### src/rtl/fifo_byte_serializer.sv
// fifo_byte_serializer: drains words from a first-word-fall-through FIFO and
// emits them as byteWidth-bit beats over valid/ready, with a per-word last flag.
// Back-to-back words are chained on the last-beat transfer, so there is no bubble.
module fifo_byte_serializer #(
  parameter int unsigned bitWidth  = 32,
  parameter int unsigned byteWidth = 8,
  parameter bit          msbFirst  = 1'b1
) (
  input  logic                 clock,
  input  logic                 reset,
  input  logic                 fifoEmpty,
  input  logic [bitWidth-1:0]  fifoPopData,
  output logic                 fifoPop,
  output logic [byteWidth-1:0] byteData,
  output logic                 byteValid,
  input  logic                 byteReady,
  output logic                 byteLast,
  output logic                 busy,
  output logic [15:0]          wordCount
);

  localparam int unsigned NrOfBeats = bitWidth / byteWidth;
  localparam int unsigned IdxW      = (NrOfBeats > 1) ? $clog2(NrOfBeats) : 1;
  localparam int unsigned LastIdx   = NrOfBeats - 1;

  typedef enum logic {
    IDLE  = 1'b0,
    SHIFT = 1'b1
  } state_e;

  state_e               state_q;
  logic [bitWidth-1:0]  shift_q;
  logic [IdxW-1:0]      idx_q;
  logic [15:0]          word_cnt_q;
  logic                 xfer;

  // Output decode from the state/shift/index registers plus the pop strobe
  always_comb begin
    byteValid = (state_q == SHIFT);
    busy      = (state_q == SHIFT);
    byteLast  = (state_q == SHIFT) && (idx_q == IdxW'(LastIdx));
    byteData  = msbFirst ? shift_q[bitWidth-1 -: byteWidth] : shift_q[byteWidth-1:0];
    xfer      = byteValid && byteReady;
    // Reset gates the pop so the FIFO is never drained while the block is held
    fifoPop   = reset && !fifoEmpty && ((state_q == IDLE) || (xfer && byteLast));
    wordCount = word_cnt_q;
  end

  // Load/shift FSM: IDLE waits for data, SHIFT walks the beats of the held word
  always_ff @(posedge clock or negedge reset) begin
    if (!reset) begin
      state_q    <= IDLE;
      shift_q    <= '0;
      idx_q      <= '0;
      word_cnt_q <= '0;
    end else begin
      case (state_q)
        IDLE: begin
          if (fifoPop) begin
            shift_q <= fifoPopData;
            idx_q   <= '0;
            state_q <= SHIFT;
          end
        end
        SHIFT: begin
          if (xfer) begin
            if (byteLast) begin
              word_cnt_q <= word_cnt_q + 16'd1;
              if (fifoPop) begin
                shift_q <= fifoPopData;
                idx_q   <= '0;
              end else begin
                state_q <= IDLE;
              end
            end else begin
              shift_q <= msbFirst ? (shift_q << byteWidth) : (shift_q >> byteWidth);
              idx_q   <= idx_q + IdxW'(1);
            end
          end
        end
        default: state_q <= IDLE;
      endcase
    end
  end

endmodule

### config.mk
export PLATFORM = sky130hd
export DESIGN_NAME = fifo_byte_serializer
export DESIGN_NICKNAME = d
export VERILOG_FILES = /design/src/rtl/fifo_byte_serializer.sv
export SDC_FILE = /design/constraint.sdc
export NUM_CORES = 1
export LEC_CHECK = 0
export CAP_MARGIN = 20
export CORE_MARGIN = 5
export CORE_UTILIZATION = 47
export CTS_BUF_LIST = sky130_fd_sc_hd__clkbuf_4 sky130_fd_sc_hd__clkbuf_8 sky130_fd_sc_hd__clkbuf_16
export CTS_CLUSTER_DIAMETER = 200
export DETAILED_ROUTE_END_ITERATION = 16
export HOLD_SLACK_MARGIN = 0.02
export PLACE_DENSITY_LB_ADDON = 0.12
export SYNTH_ARGS = -nofsm -noshare
export SYNTH_HDL_FRONTEND = slang
export SYNTH_SLANG_ARGS = --single-unit
### constraint.sdc
create_clock -name clock -period 2.3 [get_ports clock]
set_clock_uncertainty 0.2 [all_clocks]
set_input_delay 0.46 -clock clock [delete_from_list [all_inputs] [get_ports clock]]
set_output_delay 0.46 -clock clock [all_outputs]
set_load 0.005 [all_outputs]
* Word-level counts from Yosys, hierarchy flattened
Cells that the tools add are included.
Word-level totals: flip-flop bits (word level) 51, input bits 36, logic and storage cells 29
Operators by class: $add $sub $neg 2, equal/unequal tests 2, multiplexer cells 12, bitwise gates (word level) 1, reduce and logical (&&, ||, !) cells 8
Operators with widths (number):
- 2-to-1 mux 32 bit | 3
- case mux 32 bit (2 select lines) | 1
- adder 16 x 1 -> 16 bit, second input constant | 1
- 2-to-1 mux 2 bit | 3
- logical AND 1 bit | 5
- case mux 2 bit (2 select lines) | 1
- 2-to-1 mux 1 bit | 3
- AND reduction 3 bit | 1
- adder 2 x 1 -> 2 bit, second input constant | 1
- == test 2 bit, second input constant | 1
- inequality test 2 x 1 -> 1 bit, second input constant | 1
- case mux 1 bit (2 select lines) | 1
- zero test 1 bit | 1
- logical OR 1 bit | 1
- NOT 1 bit | 1

* Logic depth before layout (Yosys ltp)
word-level depth 9, gate-level depth with buffers 6

* Worst setup path after synthesis
No wires, ideal clock.
path kind register to output, start register idx_q[0], end output fifoPop, arrival time 1.076 ns, data required time 1.640 ns, setup slack 0.564 ns, stages on the path, launching flop included 5, cell sequence dfrtp_1 -> ha_1 -> a21bo_2 -> nand2_2 -> inv_2
On the way: cells in the longest elaborated chain, start to end 5
Ends and longest elaborated chain:
- start, declared | RTL line 33 | logic [IdxW-1:0] idx_q;
- start signal, assigned | RTL line 77 | idx_q <= idx_q + IdxW'(1);
- == test 2 bit | RTL line 41 | byteLast = (state_q == SHIFT) && (idx_q == IdxW'(LastIdx));
- logical AND 1 bit | RTL line 41
- logical AND 1 bit | RTL line 45 | fifoPop = reset && !fifoEmpty && ((state_q == IDLE) || (xfer && byteLast));
- logical OR 1 bit | RTL line 45
- logical AND 1 bit | RTL line 45
- end, declared | RTL line 13 | output logic fifoPop,
No other way between the ends.

* Final worst setup path
start register idx_q[0], end output byteLast
On the way: cells in the longest elaborated chain, start to end 2
Ends and longest elaborated chain:
- == test 2 bit | RTL line 41
- logical AND 1 bit | RTL line 41
- end, declared | RTL line 17 | output logic byteLast,
No other way between the ends.

==> results.toml <==
[outcome]
outcome = "finished, final reports clean"

[clock_tree]
htree_levels = 2
cts-root-buf = "clkbuf_8"
cts_buffers = 5
cts_sinks = 51
clkTransAtPathRegs_ps = 90
cts_setup_buffers = 0
cts_tree = "yes"
ctsResizeCount = 3
clk_path_buf_depth = 2
holdBufCountCts = 0
insertion_delay_ps = 300

[logic_synthesis]
syn_area_per_cell_um2 = 10.7
synth-seq-area-share = 0.560
ys_warn_count = 0
ys_types = 36
synth-async-reset-ratio = 1.00
syn_area_um2 = 2280
yosysTopAreaCell = "dfrtp_1"
syn_inst = 214
ys_ff_latch = 51
synth.most_common_cell = "dfrtp_1"
yosys-top-cells-count = "dfrtp_1, nor2_1, o22ai_1, buf_4, xnor2_1"
synth_top_area_share = 0.560
synth_edf_count = 0
synth_flop_cell = "dfrtp_1"
synthesis.nets = 252
synth_area_leaders = "dfrtp_1, nor2_1, o22ai_1, buf_4, xnor2_1"

[timing]
tns_ps = 0
drv_slew = 0
fin_crit_sh = 0.943
setup_viol = 0
rsz0062_at_grt = "no"
worst_slack_ps = 132
fmax_ghz = 0.461
period_minus_slack_ps = 2170
finalHoldViolations = 0
relSlewSlack = 0.545
worst_slew_pin_slew_ps = 680

[place]
gp_congestion = 0.760
place_inst = 341
hpwlAfterDp_um = 3500
place_ws_ps = -76.5
port_buffers = 63

[routing]
drtIter0Drc = 87
dr.pass1.iters = 4
num_vias = 1751
vias_per_cell = 5.03
drc = 0
routed_wl_um = 4810
wl_per_cell_um = 13.8
ant_nets = 0

[worst_setup_path]
cp_max_fo = 6
path_class = "reg -> out"
r2r_setup_slack_ps = 200
required_ps = 1640
startpoint_type = "flip-flop"
cp-end-kind = "primary output"
critical_path_arrival_ps = 1510

[global_routing]
grt_overflow_total = 0
antenna_found_initial = 0
track_usage = 0.163
grt_max_degree = 52
grt_pass1_vias = 1678
grt_first_pass_wirelength_um = 8030

[job]
drv_cap = 0

[hold_path]
hold_path_class = "in -> async"

[die]
row_count = 25
fp.dieW_um = 79.6
die-area_um2 = 6340
initial_core_util = 0.483
die_h_um = 79.6
core_um2 = 4720
ioPinCount = 64

[final_layout]
final_cells = 348
n_antenna_cell = 0
layout-drive-gt1-share = 0.132
synthToLayoutAreaGrowth_pct = 34.5
final_util = 0.649
nNetsFinal = 319

[power]
p_clk_frac = 0.198
max-vdd-ir-drop_v = 0.000525
p_seq_frac = 0.444
leakage_nw = 1.34
p_switching_mw = 0.970
p_sw_frac = 0.318
total_power_mw = 3.05
p_int_mw = 2.08
p_per_area_nw_per_um2 = 995
power_frac_comb = 0.358
[registers in the layout, indices dropped and copies added (netlist names)]
| signal | cells |
|---|---|
| busy | 1 |
| idx_q | 2 |
| shift_q | 32 |
| wordCount | 16 |
[critical path, cell delays in order (launching register included)]
cell and delay, ps:
dfrtp_1 410, ha_1 220, buf_4 160, and2_2 160
dlygate4sd2_1 260
[cell families (layout without fill, tap and decap cells)]
family	Yosys count	after routing	synth area share
adder cells (fa/ha/maj)	2	2	0.0110
XOR/XNOR	15	15	0.0576
AND/OR/NAND/NOR	87	87	0.190
flip-flops	51	51	0.560
buffers and inverters	17	84	0.0560
AO/OA/AOI/OAI	42	42	0.126
[stage by stage]
step,hold slack [ps],instance area (um^2)
finish,118,3070
global route,200,3070
CTS,157,3070
detailed placement,272,2960
global placement,261,2960
floorplan,-35.6,2280
[cell type report]
class | instances | area, um^2
Inverter | 2 | 7.51
Clock inverter | 1 | 30.0
Multi-Input combinational cell | 146 | 878
Timing Repair Buffer | 75 | 713
Clock buffer | 6 | 76.3
Sequential cell | 51 | 1280
Fill cell | 392 | 1660
Tap cell | 67 | 83.8
[path summary, 6_finish.rpt]
kind | start | end | cells past startpoint
setup / recovery | idx_q[0] | byteLast | 4
hold / removal | reset | wordCount[13] | 2
setup reg to reg | idx_q[0] | shift_q[23] | 6
hold reg to reg | wordCount[15] | wordCount[15] | 1
max in group asynchronous | reset | shift_q[10] | 2
min in group clock | wordCount[15] | wordCount[15] | 1
[metal layers]
metal / vias up / part of all wire / GRT usage
li1: 867 / - / -
met1: 833 / 0.47 / 0.229
met2: 43 / 0.46 / 0.243
met3: 8 / 0.056 / 0.0440
met4: 0 / 0.016 / 0.0533
met5: - / 0 / 0
[layout by cell type, fill, tap and decap left out, types with 2 or more instances in the layout]
| cell | n |
|---|---|
| dfrtp_1 | 51 |
| nor3_1 | 2 |
| nor2_1 | 49 |
| dlygate4sd2_1 | 2 |
| buf_4 | 12 |
| clkdlybuf4s50_1 | 60 |
| nand4_1 | 4 |
| clkbuf_8 | 5 |
| xnor2_1 | 11 |
| ha_1 | 2 |
| a22o_1 | 5 |
| nor2_2 | 3 |
| nand3_1 | 5 |
| o22ai_1 | 24 |
| xor2_1 | 4 |
| nand2_1 | 10 |
| a21oi_1 | 8 |
[power by group through the flow]
stage	registers [mW]	clock network [mW]	logic [mW]
finish	1.35	0.604	1.09
global route	1.40	0.655	1.24
CTS	1.36	0.625	1.10
detailed placement	1.37	0	1.10
global placement	1.36	0	1.09
floorplan	1.34	0	0.769
Note: power is estimated with default switching activity, not from simulation.
